===== src/rtl/instr_mem_prog.sv =====
// Loadable instruction memory: words stream in over a valid/ready port, fetch returns mem[pc_in] one clock later.
// Backpressure: prog_ready is high only in LOAD (and not on a restart cycle); fetch_en=0 holds the fetch outputs.
module instr_mem_prog #(
  parameter int                DATA_W   = 16,
  parameter int                ADDR_W   = 16,
  parameter int                DEPTH    = 64,
  parameter logic [DATA_W-1:0] NOP_WORD = '0
) (
  input  logic              clk,
  input  logic              rst,
  input  logic              prog_start,
  input  logic              prog_valid,
  input  logic              prog_last,
  input  logic [DATA_W-1:0] prog_data,
  output logic              prog_ready,
  output logic              prog_done,
  output logic              load_ovf,
  input  logic              fetch_en,
  input  logic [ADDR_W-1:0] pc_in,
  output logic [DATA_W-1:0] instr_out,
  output logic              instr_valid,
  output logic              addr_err,
  output logic              busy
);

  localparam int                IDX_W    = (DEPTH > 1) ? $clog2(DEPTH) : 1;
  localparam logic [ADDR_W:0]   DEPTH_X  = (ADDR_W+1)'(DEPTH);
  localparam logic [ADDR_W-1:0] LAST_PTR = ADDR_W'(DEPTH - 1);

  typedef enum logic [1:0] {IDLE, LOAD, DONE} state_t;

  state_t            state, state_nxt;
  logic [ADDR_W-1:0] wr_ptr;
  logic [DATA_W-1:0] mem [DEPTH];
  logic              wr_en;
  logic              pc_ok;
  logic              last_word;

  assign wr_en     = prog_valid && prog_ready;
  assign pc_ok     = {1'b0, pc_in} < DEPTH_X;
  assign last_word = prog_last || (wr_ptr == LAST_PTR);

  always_ff @(posedge clk or negedge rst) begin
    if (!rst) state <= IDLE;
    else      state <= state_nxt;
  end

  always_comb begin
    state_nxt  = state;
    prog_ready = 1'b0;
    prog_done  = 1'b0;
    busy       = 1'b1;
    case (state)
      IDLE: begin
        busy = 1'b0;
        if (prog_start) state_nxt = LOAD;
      end
      LOAD: begin
        // A restart pulse takes priority, so no word is accepted on that cycle.
        prog_ready = !prog_start;
        if (prog_valid && !prog_start && last_word) state_nxt = DONE;
      end
      DONE: begin
        prog_done = 1'b1;
        state_nxt = IDLE;
      end
      default: state_nxt = IDLE;
    endcase
  end

  // Storage deliberately has no reset so a program survives rst.
  always_ff @(posedge clk) begin
    if (wr_en) mem[wr_ptr[IDX_W-1:0]] <= prog_data;
  end

  always_ff @(posedge clk or negedge rst) begin
    if (!rst) begin
      wr_ptr      <= '0;
      load_ovf    <= 1'b0;
      instr_out   <= NOP_WORD;
      instr_valid <= 1'b0;
      addr_err    <= 1'b0;
    end else begin
      case (state)
        IDLE: begin
          if (prog_start) begin
            wr_ptr   <= '0;
            load_ovf <= 1'b0;
          end
          if (fetch_en) begin
            instr_valid <= 1'b1;
            addr_err    <= !pc_ok;
            instr_out   <= pc_ok ? mem[pc_in[IDX_W-1:0]] : NOP_WORD;
          end
        end
        LOAD: begin
          instr_valid <= 1'b0;
          if (prog_start) begin
            wr_ptr <= '0;
          end else if (wr_en) begin
            wr_ptr <= wr_ptr + 1'b1;
            if (wr_ptr == LAST_PTR && !prog_last) load_ovf <= 1'b1;
          end
        end
        default: instr_valid <= 1'b0;
      endcase
    end
  end

endmodule

===== config.mk =====
export PLATFORM = sky130hd
export DESIGN_NAME = instr_mem_prog
export DESIGN_NICKNAME = d
export VERILOG_FILES = /design/src/rtl/instr_mem_prog.sv
export SDC_FILE = /design/constraint.sdc
export NUM_CORES = 1
export LEC_CHECK = 0
export CORE_MARGIN = 2
export CORE_UTILIZATION = 37
export DETAILED_ROUTE_END_ITERATION = 8
export PLACE_DENSITY = 0.49
export SYNTH_ARGS = -nofsm -noshare
export SYNTH_HDL_FRONTEND = slang
export SYNTH_SLANG_ARGS = --single-unit

===== constraint.sdc =====
create_clock -name clk -period 2.8 [get_ports clk]
set_input_delay 0.56 -clock clk [delete_from_list [all_inputs] [get_ports clk]]
set_output_delay 0.56 -clock clk [all_outputs]
set_load 0.05 [all_outputs]

==> tab_implementation.tex <==
\begin{tabular}{lr}
\hline
Metric & Value \\
\hline
\multicolumn{2}{l}{\textbf{Status}} \\
\quad Outcome & completed \\
\multicolumn{2}{l}{\textbf{Routing}} \\
\quad 1st-iter DRT viols & 2272 \\
\quad Routed length per instance & 30.0 um \\
\quad Detailed-route wire length & 114000 um \\
\quad Vias post-DR & 20500 \\
\quad DRC viols & 0 \\
\quad Post-route antenna net violation count & 0 \\
\quad Via density per instance & 5.40 \\
\quad 1st-pass router iterations & 5 \\
\multicolumn{2}{l}{\textbf{STA}} \\
\quad Hold Slack & 0.0395 ns \\
\quad Unrepaired setup endpoints after global routing & false \\
\quad Post-layout minimum cycle time & 2.69 ns \\
\quad Post-route setup slack & 0.113 ns \\
\quad Worst slew margin & 33.6\% \\
\quad Final worst clock skew & 0.0188 ns \\
\quad Highest clock rate & 0.372 GHz \\
\quad Count of endpoints failing setup in the final report & 0 \\
\quad Period utilization & 96.0\% \\
\quad Worst Max-Slew Pin Slew & 0.995 ns \\
\quad Max-slew violation count & 0 \\
\quad Final-report hold violation count & 0 \\
\multicolumn{2}{l}{\textbf{Logic synthesis}} \\
\quad Mapped Cells & 1877 \\
\quad Fraction of registers with async set/reset & 3.49\% \\
\quad Number of enable flip-flop cells after synthesis & 1024 \\
\quad Number of register bits inferred by synthesis & 1061 \\
\quad Avg Inst Size Synth & 21.9 um\^{}2 \\
\quad Top\_reg\_cell synth & sky130\_fd\_sc\_hd\_\_edfxtp\_1 \\
\quad Synth Cell Area & 41000 um\^{}2 \\
\quad Number of distinct library cells after synthesis & 52 \\
\quad Post-Syn Nets & 1916 \\
\quad Seq/Total Area, Yosys & 77.2\% \\
\quad Yosys warning total & 0 \\
\multicolumn{2}{l}{\textbf{GRT}} \\
\quad Wire length of the first global-routing pass & 162000 um \\
\quad Overall track demand over capacity in global routing & 20.3\% \\
\quad Vias in the first global route & 21200 \\
\quad Largest net degree at the start of global routing & 65 \\
\quad Congestion Overflow GR & 0 \\
\quad Initial antenna violation count & 4 \\
\multicolumn{2}{l}{\textbf{Power and ir drop}} \\
\quad Final total power & 0.0338 W \\
\quad Pleak & 16.2 nW \\
\quad Maximum resistive drop on vdd & 502 uV \\
\quad Power per standard cell area & 681 nW/um\^{}2 \\
\multicolumn{2}{l}{\textbf{Finish}} \\
\quad Final instance area & 49600 um\^{}2 \\
\quad P\&R area growth vs syn & 21.0\% \\
\quad Ratio of cells with drive above 1 in the final layout & 31.9\% \\
\quad Fill cell count & 9250 \\
\quad Number of cells in the finished layout apart from fillers & 3798 \\
\quad Final net count & 2255 \\
\multicolumn{2}{l}{\textbf{Setup path}} \\
\quad CP max stage delay & 0.88 ns \\
\quad Biggest fanout along the worst timing path & 2 \\
\quad Startpoint kind of the worst setup timing path & flip-flop \\
\quad Data arrival time of the worst path & 2.13 ns \\
\quad Worst flop-to-flop path startpoint & state[0] \\
\quad Critical path's slowest cell & sky130\_fd\_sc\_hd\_\_clkdlybuf4s50\_1 \\
\quad CP Cell Sequence & clkdlybuf4s50\_1 \\
\quad Flop2flop setup slack & 0.53 ns \\
\quad Kind of critical path & flip-flop to output port \\
\quad Endpoint of the lowest-slack register-to-register path & mem[60][4] \\
\quad Largest delay contributor family on the critical path & buffers and inverters \\
\quad Worst reg2reg path depth & 7 \\
\quad Buffer and inverter count on the worst path & 1 \\
\quad Required time reported for the critical path endpoint & 2.24 ns \\
\quad Category of the worst setup path capture point & output port \\
\multicolumn{2}{l}{\textbf{Die}} \\
\quad Overall die width & 337 um \\
\quad Floorplan Core Area & 110000 um\^{}2 \\
\quad Io pins & 60 \\
\quad Starting Density & 37.2\% \\
\quad Die Footprint & 114000 um\^{}2 \\
\quad Standard-cell rows & 122 \\
\quad Vertical die dimension & 337 um \\
\multicolumn{2}{l}{\textbf{Place}} \\
\quad Pre-CTS WS & -0.0982 ns \\
\quad Total of buffers placed on input and output ports & 59 \\
\quad Instance area at placement & 46100 um\^{}2 \\
\quad Placed Instances & 3593 \\
\quad Placer Congestion & 0.945 \\
\quad Final HPWL DP & 72800 um \\
\multicolumn{2}{l}{\textbf{CTS}} \\
\quad TritonCTS clock tree & done \\
\quad Number of sinks driven by the clock tree & 1061 \\
\quad Buffer type at the clock tree root & sky130\_fd\_sc\_hd\_\_clkbuf\_16 \\
\quad Buffer levels on the longest clock path & 3 \\
\quad Clock latency at the later pin of the worst-skew pair & 0.69 ns \\
\quad Clock-pin slew reported for the worst setup and hold paths after clock tree synthesis & 0.06 ns \\
\quad CTS H-Tree Depth & 3 \\
\quad Number of buffers created by CTS & 109 \\
\multicolumn{2}{l}{\textbf{Min path}} \\
\quad Path type of the worst min-delay path & input pin to asynchronous set/reset pin \\
\multicolumn{2}{l}{\textbf{Flow run}} \\
\quad Max-cap violations & 0 \\
\hline
\end{tabular}
==> state kept, by name (all words and copies together) (netlist names) <==
| signal | flops |
|---|---|
| state | 2 |
| load_ovf | 1 |
| wr_ptr | 16 |
| instr_out | 16 |
| mem | 1024 |
| addr_err | 1 |
| instr_valid | 1 |
==> cell families after synthesis <==
logic type,count (synthesis),share of synthesized area [%]
xor gates and xnor gates,12,0.256
buffers and inverters,101,1.47
and+or+nand+nor,261,2.93
adders and majority gates,1,0.0305
AOI/OAI and AO/OA,91,1.67
muxes,350,16.4
DFF,1061,77.2
==> power breakdown <==
group	internal (W)	switching (W)
clock	0.00839	0.00608
combinational	0.000752	0.00114
sequential	0.0174	0.0000181
total	0.0266	0.00723
==> cells in the mapped netlist, types with 2 or more instances <==
library cell | instances | area (um^2)
sky130_fd_sc_hd__nor3b_1 | 3 | 22.5
sky130_fd_sc_hd__o21ai_0 | 4 | 20.0
sky130_fd_sc_hd__o32ai_1 | 3 | 26.3
sky130_fd_sc_hd__buf_1 | 5 | 18.8
sky130_fd_sc_hd__mux2i_1 | 92 | 921
sky130_fd_sc_hd__nand4_1 | 20 | 125
sky130_fd_sc_hd__inv_1 | 5 | 18.8
sky130_fd_sc_hd__buf_6 | 11 | 124
sky130_fd_sc_hd__nand3_1 | 26 | 130
sky130_fd_sc_hd__nor3_1 | 2 | 10.0
sky130_fd_sc_hd__a31oi_1 | 3 | 18.8
sky130_fd_sc_hd__o32a_1 | 2 | 20.0
sky130_fd_sc_hd__o211ai_1 | 3 | 22.5
sky130_fd_sc_hd__o22a_1 | 6 | 52.6
sky130_fd_sc_hd__nor2b_1 | 14 | 87.6
sky130_fd_sc_hd__mux4_2 | 258 | 5810
sky130_fd_sc_hd__nor2_1 | 90 | 338
sky130_fd_sc_hd__edfxtp_1 | 1024 | 30700
sky130_fd_sc_hd__o22ai_1 | 7 | 43.8
sky130_fd_sc_hd__clkbuf_1 | 28 | 105
sky130_fd_sc_hd__dfrtp_1 | 37 | 926
sky130_fd_sc_hd__a22oi_1 | 45 | 338
sky130_fd_sc_hd__o31ai_1 | 2 | 15.0
sky130_fd_sc_hd__nor4_1 | 5 | 31.3
sky130_fd_sc_hd__xnor2_1 | 2 | 17.5
sky130_fd_sc_hd__xor2_1 | 10 | 87.6
sky130_fd_sc_hd__and2_1 | 2 | 12.5
sky130_fd_sc_hd__nand2b_1 | 4 | 25.0
sky130_fd_sc_hd__buf_2 | 29 | 145
sky130_fd_sc_hd__a21oi_1 | 3 | 15.0
sky130_fd_sc_hd__nand3b_1 | 3 | 22.5
sky130_fd_sc_hd__a41oi_1 | 6 | 52.6
sky130_fd_sc_hd__nand2_1 | 80 | 300
sky130_fd_sc_hd__or3b_2 | 2 | 17.5
sky130_fd_sc_hd__and3_1 | 4 | 25.0
sky130_fd_sc_hd__buf_4 | 21 | 158
==> how the worst max path moves through the flow <==
stage / startpoint / depth (start not counted) / endpoint / slack, ns
final: instr_out[3] / 1 / instr_out[3] / 0.11
after global routing: instr_out[12] / 1 / instr_out[12] / 0.1
after CTS: instr_out[3] / 1 / instr_out[3] / 0.13
after detailed placement: pc_in[2] / 8 / instr_out[7] / -0.1
after global placement: pc_in[2] / 8 / instr_out[7] / -0.14
after floorplan: prog_start / 5 / mem[56][0] / -0.0003
==> final cells by class <==
cell class	instances	area, um^2	area share [%]
clock buffer	130	2870	5.78
tap	1488	1860	3.75
antenna	3	7.51	0.0151
inverter	5	18.8	0.0378
timing repair buffer	324	3710	7.47
sequential	1061	31700	63.8
multi-input combinational	715	8820	17.8
clock inverter	72	669	1.35
==> routing by layer <==
layer | track usage (%) | vias up | share of wire, %
met1 | 28.8 | 11000 | 43
met4 | 4.90 | 2 | 1.9
li1 | - | 8575 | -
met5 | 0 | - | 0.011
met2 | 32.7 | 749 | 48
met3 | 3.63 | 135 | 7.2
==> repair_timing <==
item,in CTS,in global routing
hold endpoints to repair,0,0
setup endpoints to repair,2,0
hold buffers,0,0
setup buffers,0,0
resized for setup,2,0
==> layout by cell type (no fill, tap or decap), types with 5 or more instances in the layout <==
master,n
sky130_fd_sc_hd__buf_2,17
sky130_fd_sc_hd__bufinv_16,12
sky130_fd_sc_hd__a41oi_1,6
sky130_fd_sc_hd__clkbuf_1,18
sky130_fd_sc_hd__nor2_2,29
sky130_fd_sc_hd__buf_12,96
sky130_fd_sc_hd__edfxtp_1,1024
sky130_fd_sc_hd__inv_1,5
sky130_fd_sc_hd__mux2i_1,92
sky130_fd_sc_hd__clkinv_1,28
sky130_fd_sc_hd__clkinv_2,21
sky130_fd_sc_hd__inv_6,5
sky130_fd_sc_hd__nand3_1,26
sky130_fd_sc_hd__clkdlybuf4s50_1,36
sky130_fd_sc_hd__dfrtp_1,37
sky130_fd_sc_hd__o22a_1,6
sky130_fd_sc_hd__nand4_1,20
sky130_fd_sc_hd__nor2b_1,12
sky130_fd_sc_hd__mux4_2,258
sky130_fd_sc_hd__nor2_1,62
sky130_fd_sc_hd__a22oi_1,45
sky130_fd_sc_hd__buf_4,170
sky130_fd_sc_hd__nor4_1,5
sky130_fd_sc_hd__clkbuf_16,112
sky130_fd_sc_hd__xor2_1,10
sky130_fd_sc_hd__o22ai_1,7
sky130_fd_sc_hd__nand2_1,80
==> through the flow <==
| stage | TNS [ns] | util [%] |
|---|---|---|
| after floorplan | -0.0263 | - |
| after global placement | -0.287 | 41.8 |
| after detailed placement | -0.180 | 41.8 |
| after CTS | 0 | 45.0 |
| after global routing | 0 | 45.0 |
| final | 0 | 45.0 |
No activity file was read; power rests on OpenSTA's default activity.
